--- src/rtl/pipe_mmio.sv ---
// Memory-mapped I/O block for the CPU memory stage: debounced switches with
// edge latch, four-digit seven-segment display, and an auto-reload timer.
module pipe_mmio #(
  parameter int DEBOUNCE_CYCLES = 16
) (
  input  logic        clock,
  input  logic        reset,
  input  logic        we,
  input  logic [4:0]  addr,
  input  logic [31:0] datain,
  output logic [31:0] dataout,
  input  logic [9:0]  io_in,
  output logic [27:0] io_out,
  output logic        irq
);

  localparam logic [4:0] ADDR_SW     = 5'd0;
  localparam logic [4:0] ADDR_DISP   = 5'd1;
  localparam logic [4:0] ADDR_BLANK  = 5'd2;
  localparam logic [4:0] ADDR_TCOUNT = 5'd3;
  localparam logic [4:0] ADDR_TCMP   = 5'd4;
  localparam logic [4:0] ADDR_TCTRL  = 5'd5;
  localparam logic [4:0] ADDR_SWEDGE = 5'd6;

  localparam logic [15:0] PRESCALE_LAST = 16'(DEBOUNCE_CYCLES - 1);

  logic        wr_disp;
  logic        wr_blank;
  logic        wr_tcount;
  logic        wr_tcmp;
  logic        wr_tctrl;
  logic        wr_swedge;

  logic [9:0]  sync1;
  logic [9:0]  sync2;
  logic [15:0] prescale;
  logic        tick;
  logic [9:0]  sample;
  logic [9:0]  debounced;
  logic        deb_update;
  logic [9:0]  sw_rise;
  logic [9:0]  swedge;
  logic [9:0]  swedge_clr;

  logic [15:0] disp;
  logic [3:0]  blank;
  logic [27:0] seg_next;

  logic [31:0] tcount;
  logic [31:0] tcmp;
  logic        match;
  logic        en;
  logic        ie;
  logic        count_hit;
  logic        match_set;
  logic        match_clr;

  assign wr_disp   = we && (addr == ADDR_DISP);
  assign wr_blank  = we && (addr == ADDR_BLANK);
  assign wr_tcount = we && (addr == ADDR_TCOUNT);
  assign wr_tcmp   = we && (addr == ADDR_TCMP);
  assign wr_tctrl  = we && (addr == ADDR_TCTRL);
  assign wr_swedge = we && (addr == ADDR_SWEDGE);

  always_ff @(posedge clock or posedge reset) begin
    if (reset) begin
      sync1 <= '0;
      sync2 <= '0;
    end else begin
      sync1 <= io_in;
      sync2 <= sync1;
    end
  end

  assign tick = (prescale == PRESCALE_LAST);

  always_ff @(posedge clock or posedge reset) begin
    if (reset) begin
      prescale <= '0;
    end else if (tick) begin
      prescale <= '0;
    end else begin
      prescale <= prescale + 16'd1;
    end
  end

  // The debounced value only moves when two consecutive ticks saw the same word.
  assign deb_update = tick && (sync2 == sample);
  assign sw_rise    = deb_update ? (sync2 & ~debounced) : '0;
  assign swedge_clr = wr_swedge ? datain[9:0] : '0;

  always_ff @(posedge clock or posedge reset) begin
    if (reset) begin
      sample    <= '0;
      debounced <= '0;
      swedge    <= '0;
    end else begin
      if (tick) begin
        sample <= sync2;
      end
      if (deb_update) begin
        debounced <= sync2;
      end
      swedge <= sw_rise | (swedge & ~swedge_clr);
    end
  end

  function automatic logic [6:0] hex_to_seg(input logic [3:0] nib);
    logic [6:0] seg;
    case (nib)
      4'h0: seg = 7'b1000000;
      4'h1: seg = 7'b1111001;
      4'h2: seg = 7'b0100100;
      4'h3: seg = 7'b0110000;
      4'h4: seg = 7'b0011001;
      4'h5: seg = 7'b0010010;
      4'h6: seg = 7'b0000010;
      4'h7: seg = 7'b1111000;
      4'h8: seg = 7'b0000000;
      4'h9: seg = 7'b0010000;
      4'hA: seg = 7'b0001000;
      4'hB: seg = 7'b0000011;
      4'hC: seg = 7'b1000110;
      4'hD: seg = 7'b0100001;
      4'hE: seg = 7'b0000110;
      default: seg = 7'b0001110;
    endcase
    return seg;
  endfunction

  always_comb begin
    seg_next = '1;
    for (int d = 0; d < 4; d++) begin
      seg_next[7*d +: 7] = blank[d] ? 7'b1111111 : hex_to_seg(disp[4*d +: 4]);
    end
  end

  always_ff @(posedge clock or posedge reset) begin
    if (reset) begin
      disp   <= '0;
      blank  <= 4'hF;
      io_out <= '1;
    end else begin
      if (wr_disp) begin
        disp <= datain[15:0];
      end
      if (wr_blank) begin
        blank <= datain[3:0];
      end
      io_out <= seg_next;
    end
  end

  // A software load of TCOUNT outranks both the reload and the increment.
  assign count_hit = (tcount == tcmp);
  assign match_set = en && count_hit && !wr_tcount;
  assign match_clr = wr_tctrl && datain[0];

  always_ff @(posedge clock or posedge reset) begin
    if (reset) begin
      tcount <= '0;
      tcmp   <= '1;
      match  <= 1'b0;
      en     <= 1'b0;
      ie     <= 1'b0;
    end else begin
      if (wr_tcount) begin
        tcount <= datain;
      end else if (en && count_hit) begin
        tcount <= '0;
      end else if (en) begin
        tcount <= tcount + 32'd1;
      end
      if (wr_tcmp) begin
        tcmp <= datain;
      end
      if (wr_tctrl) begin
        en <= datain[1];
        ie <= datain[2];
      end
      match <= match_set | (match & ~match_clr);
    end
  end

  assign irq = match & ie;

  always_comb begin
    dataout = '0;
    case (addr)
      ADDR_SW:     dataout = {22'b0, debounced};
      ADDR_DISP:   dataout = {16'b0, disp};
      ADDR_BLANK:  dataout = {28'b0, blank};
      ADDR_TCOUNT: dataout = tcount;
      ADDR_TCMP:   dataout = tcmp;
      ADDR_TCTRL:  dataout = {29'b0, ie, en, match};
      ADDR_SWEDGE: dataout = {22'b0, swedge};
      default:     dataout = '0;
    endcase
  end

endmodule

--- config.mk ---
export PLATFORM = sky130hd
export DESIGN_NAME = pipe_mmio
export DESIGN_NICKNAME = d
export VERILOG_FILES = /design/src/rtl/pipe_mmio.sv
export SDC_FILE = /design/constraint.sdc
export NUM_CORES = 1
export LEC_CHECK = 0
export CAP_MARGIN = 0
export CORE_AREA = 10 10 163 135
export DETAILED_ROUTE_END_ITERATION = 16
export DIE_AREA = 0 0 173 145
export PLACE_DENSITY = 0.76
export SLEW_MARGIN = 20
export SYNTH_ARGS = -nofsm -noshare
export SYNTH_HDL_FRONTEND = slang
export SYNTH_SLANG_ARGS = --single-unit
--- constraint.sdc ---
create_clock -name clock -period 5.65 [get_ports clock]
set_input_delay 1.13 -clock clock [delete_from_list [all_inputs] [get_ports clock]]
set_output_delay 1.13 -clock clock [all_outputs]
set_load 0.05 [all_outputs]
* Yosys cells after proc, flatten, opt, wreduce, memory -nomap -nowiden
Memories as Yosys holds them, arrays and structs flattened.
Index checks and enable logic that the tools add are counted.
** Storage, ports and cells
- Register bits after elaboration :: 181
- Memory bits (read-only) :: 448
- Bits of input ports :: 50
- Output and inout bits :: 61
- Logic and storage cells :: 62
- Memories kept :: 4
** Operators by class
- Add/subtract/negate cells :: 2
- Equal/unequal tests :: 9
- Multiplexer cells :: 11
- Bitwise logic cells :: 9
- Reductions and logical operators :: 13
** Memory list
- (no name shown) :: words 16, width 7, rd ports 1, clocked after memory_dff 0, write ports 0, RTL line 110 : case (nib)
- (no name shown) :: words 16, width 7, rd ports 1, clocked after memory_dff 0, write ports 0, RTL line 110
- (no name shown) :: words 16, width 7, rd ports 1, clocked after memory_dff 0, write ports 0, RTL line 110
- (no name shown) :: words 16, width 7, rd ports 1, clocked after memory_dff 0, write ports 0, RTL line 110
** Operators with widths (count)
- $pmux 32 s7 :: 1
- $mux 32 :: 3
- $add 32x1->32 const B :: 1
- $eq 32x32->1 :: 1
- $mux 7 :: 4
- $and 10x10->10 :: 2
- $mux 10 :: 2
- $not 10->10 :: 2
- $add 16x1->16 const B :: 1
- $eq 16x4->1 const B :: 1
- $mux 16 :: 1
- $eq 5x3->1 const B :: 3
- $eq 10x10->1 :: 1
- $eq 5x2->1 const B :: 2
- $logic_and 1x1->1 :: 10
- $or 10x10->10 :: 1
- $eq 5x1->1 const B :: 1
- $logic_not 5->1 :: 1
- $reduce_bool 3->1 :: 1
- $and 1x1->1 :: 2
- $logic_not 1->1 :: 1
- $not 1->1 :: 1
- $or 1x1->1 :: 1

* Longest topological paths before layout
- Depth after elaboration :: 6
- Mapped depth :: 8
- Mapped depth without buffers :: 7

* Worst setup path after synthesis
Ideal clock, no wire load.
- Path type :: input to output
- Start point :: in addr[4]
- End point :: out dataout[13]
- Arrival :: 2.670 ns
- Data required time :: 4.520 ns
- Setup slack :: 1.850 ns
- Stages :: 5
- Buffers on the path :: 2
- Path through :: or3_1 -> buf_2 -> nor2_1 -> clkbuf_1 -> a221o_1
** On the way
- Word-level cells in the longest chain between the ends :: 2
- Elaborated cells on any way between the ends :: 8
- Those cells by class :: eq/ne (6); mux (1); reduce/logical (1)
** Ends and longest elaborated chain
- start: declaration :: RTL line 9 : input logic [4:0] addr,
- $eq 5x3->1 (tied with other cells) :: RTL line 189 : case (addr)
- $pmux 32 s7 (*) :: RTL line 189
- end: declaration :: RTL line 11 : output logic [31:0] dataout,
Mark *: on every way between the ends. The rest lies on a longest branch, timed or not.

* Final worst setup path
- Start point :: in addr[4]
- End point :: out dataout[7]
The elaborated chain is that of the path after synthesis.

==> flow_summary.json <==
{
  "finalCritPeriodShare_pct": 88.4,
  "place_hpwl_mm": 16.7,
  "grt_use_total_pct": 19.0,
  "stdcell_area_um2": 11200,
  "synth-main-ff-cell": "dfrtp_1",
  "switching_share_pct": 34.7,
  "clock_path_buffers": 2,
  "coreArea_um2": 18700,
  "cts_resized": 0,
  "start_util_pct": 50.1,
  "ys_seq_elements": 181,
  "worstRegToRegCells": 7,
  "grt_max_degree": 182,
  "ys_warn_count": 0,
  "path_common_cell": "clkdlybuf4s50_1",
  "drc": 0,
  "slew_viol_final": 0,
  "ff2ff_setup_slack_ns": 2.72,
  "p_sw_mw": 1.43,
  "antenna_found_initial": 0,
  "avgSynthCellArea_um2": 10.3,
  "firstDrtPassIters": 5,
  "crit_family": "buffers and inverters",
  "power-per-cell-area_nw_per_um2": 369,
  "r2r-end": "swedge[4]$_DFF_PP0_",
  "dpl-instance-area_um2": 10600,
  "rsz0062_at_grt": "false",
  "fillers": 1553,
  "nets": 1068,
  "outcome": "finished clean",
  "vias": 7166,
  "overflow": 0,
  "grt_pass1_wl_mm": 38.7,
  "syn_nets": 981,
  "slowest_stage": "clkdlybuf4s50_1",
  "final_cells": 1263,
  "max_stage_delay_ns": 0.80,
  "end_kind": "primary output",
  "setup_tns_ns": 0,
  "clock_latency_ns": 0.44,
  "drive_gt1_share_pct": 17.3,
  "io_pins": 111,
  "place_inst": 1231,
  "cts_tree": "built",
  "maxCapViolCount": 0,
  "total_power_mw": 4.13,
  "cp_cell_sequence": "clkdlybuf4s50_1 > or3_1 > nor2_2 > buf_4 > a22oi_1 > nand2_1 > clkdlybuf4s50_1",
  "via_per_inst": 5.67,
  "pwr-share-comb_pct": 26.4,
  "fmax_ghz": 0.200,
  "ant_nets": 0,
  "routed_wl_mm": 24.0,
  "hold-path-endpoint": "sync2[5]$_DFF_PP0_",
  "pwr-share-seq_pct": 45.3,
  "cellInternalPower_mw": 2.70,
  "r2r-start": "prescale[0]$_DFF_PP0_",
  "dieArea_um2": 25100,
  "crit_arrival_ns": 3.87,
  "synth-async-reset-ratio_pct": 100,
  "setup_viol": 0,
  "ir_worst_vdd_uv": 226,
  "hold_path.startpoint": "sync1[5]$_DFF_PP0_",
  "skew_ns": 0.0118,
  "p_leak_nw": 4.72,
  "post-cts-setup-buffer-count": 0,
  "place_congestion": 0.869,
  "critPathMaxFanout": 15,
  "cts.reportedPaths.clkPinSlew_ns": 0.06,
  "final_util_pct": 60.0,
  "htreeDepth": 4,
  "syn-instance-count": 905,
  "tightest_slew_ns": 0.980,
  "seq_area_frac_synth_pct": 49.3,
  "wl_per_cell_um": 19.0,
  "cp-start-kind": "input port",
  "cts_root_buffer": "clkbuf_16",
  "drt_iter0_drc": 642,
  "cts_buffers": 17,
  "cts_hold_buffers": 0,
  "synthDistinctLibCells": 62,
  "cts.sinks": 181,
  "crit_buf_inv": 3,
  "die_y_um": 145,
  "cp.required_ns": 4.52,
  "rows": 45,
  "hold_viol": 0,
  "clock_power_share_pct": 28.3,
  "relSlewSlack_pct": 34.7,
  "path_class": "in -> out",
  "min_path_cells": 0,
  "syn_area_um2": 9360,
  "synth-edff-count": 0,
  "die_w_um": 173,
  "fin_crit_ns": 5.00,
  "grt_pass1_vias": 7118,
  "n_antenna_cell": 0,
  "port_buffers": 110,
  "hold_path.class": "reg -> reg",
  "area_growth_pct": 19.8
}
[layer usage]
layer,up-vias,wire length [µm],global-route usage [%]
li1,3350,-,-
met4,0,305,5.29
met5,-,0,0
met2,250,10700,29.0
met3,22,1880,5.10
met1,3544,11000,26.0
[sequential cells by signal (all words and copies together), names as in the netlist]
register / count
ie: 1
tcmp: 32
sync2: 10
match: 1
sync1: 10
en: 1
blank: 4
swedge: 10
sample: 10
io_out: 28
debounced: 10
tcount: 32
prescale: 16
disp: 16
[power by group through the flow]
stage,logic [mW],clock network (mW),registers [mW]
3_3_place_gp,1.07,0,1.88
6_report,1.09,1.17,1.87
3_5_place_dp,1.09,0,1.89
5_1_grt,1.18,1.24,1.91
2_1_floorplan,0.570,0,2.04
4_1_cts,1.10,1.19,1.87
[cells in the mapped netlist (7+ instances only)]
library cell | number | share of area (%)
xnor2_1 | 34 | 3.2
buf_2 | 15 | 0.80
xor2_1 | 47 | 4.4
a22o_1 | 19 | 1.8
nor3_1 | 14 | 0.75
nor2_1 | 38 | 1.5
nor4_1 | 11 | 0.74
nand3_1 | 26 | 1.4
mux2i_1 | 10 | 1.1
a221o_1 | 9 | 0.96
mux2_2 | 44 | 5.3
a22oi_1 | 17 | 1.4
nand3b_1 | 13 | 1.0
ha_1 | 26 | 3.5
and2_1 | 7 | 0.47
inv_1 | 30 | 1.2
o31ai_1 | 19 | 1.5
dfrtp_1 | 117 | 31
o21ai_0 | 48 | 2.6
and3_1 | 11 | 0.74
nand4_1 | 14 | 0.94
clkbuf_1 | 30 | 1.2
nand2_1 | 143 | 5.7
a21oi_1 | 11 | 0.59
dfstp_2 | 64 | 18
[how the worst max path moves through the flow]
stage,from,to,slack [ns],cells past startpoint
2_1_floorplan,addr[4],dataout[13],1.85,5
3_3_place_gp,addr[4],dataout[7],0.67,7
3_5_place_dp,addr[4],dataout[7],0.65,7
4_1_cts,addr[4],dataout[7],0.64,7
5_1_grt,addr[4],dataout[7],0.54,7
6_report,addr[4],dataout[7],0.65,7
[per-stage QoR]
stage / worst slack, ns / hold slack [ns]
5_1_grt: 0.535 / 0.353
3_3_place_gp: 0.669 / 0.335
6_report: 0.654 / 0.347
4_1_cts: 0.644 / 0.349
2_1_floorplan: 1.85 / 0.331
3_5_place_dp: 0.654 / 0.335
[cells by family after synthesis]
kind of cell,Yosys count,share of synthesized area (%)
and+or+nand+nor,310,16.2
DFF,181,49.3
AOI/OAI and AO/OA,165,12.5
buffers and inverters,85,3.90
xor gates and xnor gates,81,7.58
muxes,57,7.09
adders and majority gates,26,3.48
[cell usage in the layout (no fill, tap or decap), types with 4 or more instances in the layout]
master           count
o22ai_1              4
and2_1               7
or2_2                4
inv_1               29
clkdlybuf4s50_1    108
and4_1               4
buf_4               14
dfstp_2             64
nand3_1             26
o311ai_0             4
a222oi_1             6
nor4_1              11
o21ai_0             48
dfrtp_1            117
xnor2_1             34
a22oi_1             17
nor3_1              13
a22o_1              19
nand4_1             14
nor2_1              37
mux2_2              44
nand2b_1             6
xor2_1              47
o31ai_1             19
mux2i_1             10
nand2_1            143
a21oi_1             11
a211o_1              6
ha_1                26
a221o_1              9
a31oi_1              5
and3_1              11
nand3b_1            13
clkbuf_16           17
[layout make-up]
cell class	count	area (µm²)	area share (%)
Timing Repair Buffer	123	1210	10.8
Clock buffer	20	437	3.90
Multi-Input combinational cell	639	4390	39.2
Clock inverter	12	130	1.16
Tap cell	258	323	2.88
Sequential cell	181	4610	41.1
Inverter	30	116	1.04
Note: power is estimated with default switching activity, not from simulation.
